### config.mk
export PLATFORM = sky130hd
export DESIGN_NAME = instruction_fetch
export DESIGN_NICKNAME = d
export VERILOG_FILES = /design/src/rtl/instruction_fetch.sv
export SDC_FILE = /design/constraint.sdc
export NUM_CORES = 1
export LEC_CHECK = 0
export ABC_AREA = 0
export CAP_MARGIN = 10
export CORE_UTILIZATION = 40
export CTS_CLUSTER_DIAMETER = 30
export DETAILED_ROUTE_END_ITERATION = 12
export GPL_TIMING_DRIVEN = 0
export PLACE_DENSITY = 0.85
export RECOVER_POWER = 25
export SYNTH_ARGS = -nofsm -noshare
export SYNTH_HDL_FRONTEND = slang
export SYNTH_SLANG_ARGS = --single-unit
### constraint.sdc
create_clock -name clock -period 2.15 [get_ports clock]
set_clock_uncertainty 0.15 [all_clocks]
set_input_delay 0.3225 -clock clock [delete_from_list [all_inputs] [get_ports clock]]
set_output_delay 0.3225 -clock clock [all_outputs]
set_load 0.1 [all_outputs]
### src/rtl/instruction_fetch.sv
// Instruction fetch stage for the 16-bit 5-stage pipeline.
// Holds the PC and drives the instruction memory address directly from it.
// Fills the IF/ID register with the fetched word, or with a bubble on redirect or after HALT.
module instruction_fetch #(
    parameter logic [15:0] RESET_PC    = 16'h0000,
    parameter logic [4:0]  HALT_OPCODE = 5'd1,
    parameter logic [15:0] NOP_WORD    = 16'h0000
) (
    input  logic        clock,
    input  logic        r_st,
    input  logic        stall,
    input  logic        redirect,
    input  logic [15:0] redirect_pc,
    output logic [15:0] i_addr,
    input  logic [15:0] i_data,
    output logic [15:0] id_instr,
    output logic [15:0] id_pc,
    output logic        id_valid,
    output logic        halted,
    output logic [15:0] fetch_count
);

    typedef enum logic {RUN, HALTED} state_t;

    state_t      state;
    logic [15:0] pc;

    // Memory address is the live PC; the read comes back in the same cycle.
    assign i_addr = pc;

    // Fetch FSM: priority is reset, then redirect, then stall, then normal fetch.
    always_ff @(posedge clock) begin
        if (r_st) begin
            state       <= RUN;
            pc          <= RESET_PC;
            id_instr    <= NOP_WORD;
            id_pc       <= 16'h0000;
            id_valid    <= 1'b0;
            halted      <= 1'b0;
            fetch_count <= 16'h0000;
        end else if (redirect) begin
            // The word on i_data is from the wrong path, so a bubble goes down instead.
            state    <= RUN;
            pc       <= redirect_pc;
            id_instr <= NOP_WORD;
            id_pc    <= pc;
            id_valid <= 1'b0;
            halted   <= 1'b0;
        end else if (!stall) begin
            case (state)
                RUN: begin
                    id_instr    <= i_data;
                    id_pc       <= pc;
                    id_valid    <= 1'b1;
                    fetch_count <= fetch_count + 16'd1;
                    if (i_data[15:11] == HALT_OPCODE) begin
                        // HALT enters IF/ID on this edge; the PC parks on it.
                        state  <= HALTED;
                        halted <= 1'b1;
                    end else begin
                        pc <= pc + 16'd1;
                    end
                end
                HALTED: begin
                    id_instr <= NOP_WORD;
                    id_pc    <= pc;
                    id_valid <= 1'b0;
                end
                default: begin
                    state <= RUN;
                end
            endcase
        end
    end

endmodule

# Word-level counts from Yosys, hierarchy flattened
# Index checks and enable logic that the tools add are counted.
dict set report totals {
  reg_bits 67
  latchBits 0
  ram_bits 0
  romBits 0
  in_bits 36
  output_inout_bits 66
  elab_cells 30
  memories 0
}
dict set report op_classes {
  addsub 2
  multipliers 0
  div_mod_pow 0
  n_lt_le_gt_ge 0
  eq_ne 4
  n_shift 0
  n_mux 10
  n_bitwise 3
  n_reduce_logical 4
}
# cell count
set op_table {}
lappend op_table {{$mux W16} 6}
lappend op_table {{$add A16 B1 Y16 const B} 2}
lappend op_table {{$pmux W16 S2} 1}
lappend op_table {{$reduce_and A3 Y1} 3}
lappend op_table {{$eq A5 B1 Y1 const B} 1}
lappend op_table {{$ne A2 B2 Y1 const B} 2}
lappend op_table {{$not A1 Y1} 3}
lappend op_table {{$mux W1} 2}
lappend op_table {{$ne A2 B1 Y1 const B} 1}
lappend op_table {{$pmux W1 S2} 1}
lappend op_table {{$reduce_or A2 Y1} 1}

# Longest topological paths before layout
dict set report logic_depth {
  word_depth 5
  mapped_depth 6
  depth_no_buf 5
}

# Least setup slack after synthesis
# Ideal clock, no wire load.
dict set report synth_timing {
  path_kind {flip-flop to flip-flop}
  startpoint {register fetch_count[2]}
  endpoint {register fetch_count[15]}
  setup_time_ps 70
  t_arrival_ps 2398
  required_ps 1930
  slack_ps -469
  path_stages_with_launch 6
  n_path_buf 1
  synth_period_minus_slack_ps 2619
  path_cell_list {dfxtp_1 > nor4b_4 > nand3_1 > buf_2 > or4_1 > a21oi_1}
}
dict set report synth_via {
  elab_chain_len 1
}
# item line
set synth_lines {}
lappend synth_lines {{start: declaration} 20} ;# output logic [15:0] fetch_count
lappend synth_lines {{start signal: assignment} 55} ;# fetch_count <= fetch_count + 16'd1;
lappend synth_lines {{$add A16 B1 Y16} 55}
# No other way between the ends.
# A chain may end at the register's enable or synchronous reset.

# Final worst setup path
dict set report layout_timing {
  startpoint {input i_data[13]}
  endpoint {register pc[4] (netlist: i_addr[4])}
}
dict set report layout_via {
  elab_chain_len 3
}
# item line
set layout_lines {}
lappend layout_lines {{start: declaration} 15} ;# input logic [15:0] i_data,
lappend layout_lines {{$eq A5 B1 Y1} 56} ;# if (i_data[15:11] == HALT_OPCODE) begin
lappend layout_lines {{$ne A2 B2 Y1 (no line)} n/a}
lappend layout_lines {{$reduce_and A3 Y1 (no line)} n/a}
lappend layout_lines {{end signal: assignment} 44} ;# pc <= redirect_pc;
lappend layout_lines {{end signal: assignment} 61} ;# pc <= pc + 16'd1;
lappend layout_lines {{end: declaration} 26} ;# logic [15:0] pc;
# No other way between the ends.

==> metrics.txt <==
Multi-input gate area 1380 sq um; # diodes 0; status finished clean; Ports 102; crit-path max FO 8; Post-synth top flop dfxtp_1; Leak Pwr 1.75 nW; top-count cell post-synth dfxtp_1; layout cell share with drive strength beyond 1 12.2%; detailed-placement wirelength estimate 5680 um; first-pass GRT wire length 13,200 um; #FFs+latches synth 67; drt first-iter violations 134; WL final 8080 um; setup violators final 0; CTS sink cnt 67; worst skew pair latency 0.33 ns; CTS tree done; hold bufs inserted after CTS 0; synth-to-layout area growth 46.2%; critical path launch point type input port; Clock transition at path regs 0.08 ns; Fin Setup TNS 0 ns; die height 85.9 um; register area 1390 sq um; syn_nets 365; Routed WL per cell 15.0 um; R2R Path End i_addr[14]$_SDFFE_PP0P_; number of global-route vias before repair 2,912; total grt overflow 0; TritonRoute pass-1 iters 4; worst hold start id_pc[10]$_SDFFE_PP0P_; Pwr Density 728 nW/um^2; Inserted Clock Buffers 9; # H-tree levels 3; EDFF count, synth 0; vias 2,911; Die Area 7380 sq um; actual slew at the worst max-slew pin 1.00 ns; Initial Util 41.5%; flop2flop setup slack 0.16 ns; fmax 0.471 GHz; final-report max-slew violation count 0; sequential share of the synthesized area 47.6%; Final nets 475; Mean Syn Cell Area 8.62 sq um; Routed Antenna Nets 0; Final Util 60.6%; Final Hold Viols 0; filler instances 596; DRC violations left 0; CP Data Required Time 2.20 ns; fraction of registers with async set/reset 0%; num rows 30; RSZ-0062 raised after global routing false; maximum vdd drop 422 uV; All-Layer GR Usage 22.2%; initial antenna violation count 0; Final min period 2.13 ns; Mapped Cells 327; worst hold endpoint id_pc[10]$_SDFFE_PP0P_; clk buf depth 2; final hold slack 0.300 ns; RePlAce Congestion 0.815; port buffer count 99; Worst Reg-to-Reg Cells 5; Final period util 98.8%; Yosys cell types 40; pre-CTS setup slack -0.524 ns; top cells by count, synth dfxtp_1 (67), nor2_1 (43), nand2_1 (40); Die Span X 85.9 um; Crit. End Element register; core area 6790 sq um; Tightest Hold Check Type reg -> reg; post-synth top area share 47.6%; Via density 5.41; Setup WS post-layout 0.0250 ns; WS Path Type in -> reg; yosys warns 0; Critical R2R Launch i_addr[5]$_SDFFE_PP0P_; worst relative slew slack 33.5%; Mapped Area 2820 sq um; Yosys top cell by area dfxtp_1; crit path DAT 2.17 ns; pin count of the biggest net entering global routing 14; largest cells by area after synthesis dfxtp_1 (48%), nor2_1 (5.7%), nand2_1 (5.3%); Clock Tree Root clkbuf_8; max cap viols 0; hold-critical path depth 2
==> per-layer routing <==
layer | track usage [%] | part of all wire, % | vias to the layer above
li1 | - | - | 1402
met4 | 10.8 | 1.2 | 0
met2 | 36.5 | 48 | 101
met1 | 27.0 | 45 | 1398
met5 | 0 | 0 | -
met3 | 5.87 | 5.9 | 10
==> logic make-up (layout without fill, tap and decap cells) <==
kind of cell / Yosys count / in the layout / synth area share, %
and+or+nand+nor: 132 / 132 / 23.1
AOI/OAI and AO/OA: 82 / 82 / 19.9
DFF: 67 / 67 / 47.6
buffers and inverters: 30 / 145 / 4.09
xor gates and xnor gates: 12 / 12 / 3.73
adders and majority gates: 2 / 2 / 0.888
muxes: 2 / 2 / 0.711
==> per-stage QoR <==
stage	power, mW	instance area [sq um]	std cells
2_1_floorplan	1.84	2870	327
3_3_place_gp	2.04	3980	522
3_5_place_dp	2.05	3980	522
4_1_cts	3.02	4100	538
5_1_grt	3.11	4120	538
6_report	3.00	4120	538
==> critical path, stage by stage <==
cell and delay (ns):
clkdlybuf4s50_1 0.43, or4b_4 0.63, o21ba_2 0.28, and4_1 0.23
a2111oi_2 0.28
==> power by group <==
group / switching [mW] / total (mW) / internal [mW] / leakage (nW)
clock network: 0.508 / 1.00 / 0.496 / 0.0980
logic: 0.499 / 0.657 / 0.157 / 1.09
registers: 0.0493 / 1.34 / 1.29 / 0.559
total: 1.06 / 3.00 / 1.94 / 1.75
==> what timing repair did <==
action | in CTS | in global routing
pin swaps | 1 | 0
endpoints found under the setup margin | 78 | 28
gates resized for setup | 68 | 12
setup buffers | 1 | 0
==> registers in the layout, indices dropped and copies added (netlist names) <==
| name | flops |
|---|---|
| halted | 1 |
| id_instr | 16 |
| id_pc | 16 |
| i_addr | 16 |
| id_valid | 1 |
| state | 1 |
| fetch_count | 16 |
==> final cells by class <==
cell class,instances,share of cell area (%)
clock buffers,10,3.61
inverters,7,0.638
repair buffers,100,22.2
flip-flops and latches,67,33.7
well taps,96,2.92
plain buffers,22,2.13
multi-input cells,230,33.6
clock inverters,6,1.15
==> worst max-delay path by stage <==
stage	startpoint	end	slack, ns
finish	i_data[13]	i_addr[4]$_SDFFE_PP0P_	0.02
floorplan	i_addr[5]$_SDFFE_PP0P_	i_addr[14]$_SDFFE_PP0P_	0.0008
CTS	stall	id_instr[9]$_SDFFE_PP0N_	0.006
global placement	stall	fetch_count[15]$_SDFFE_PP0P_	-0.49
global route	state$_SDFFE_PP0N_	i_addr[2]$_SDFFE_PP0P_	0.0009
detailed placement	stall	fetch_count[15]$_SDFFE_PP0P_	-0.52
==> cell usage in the layout, fill, tap and decap left out, types with 7 or more instances in the layout <==
cell / count
nand2_1: 40
dfxtp_4: 7
a22oi_1: 16
clkbuf_1: 18
dfxtp_1: 42
clkdlybuf4s50_1: 31
clkbuf_8: 9
a21oi_1: 26
dfxtp_2: 18
dlygate4sd2_1: 64
nand3_1: 10
inv_1: 7
or4_1: 7
nor2_1: 43
a311oi_1: 7
o31ai_1: 7
xor2_1: 11
(Power assumes the default switching activity.)
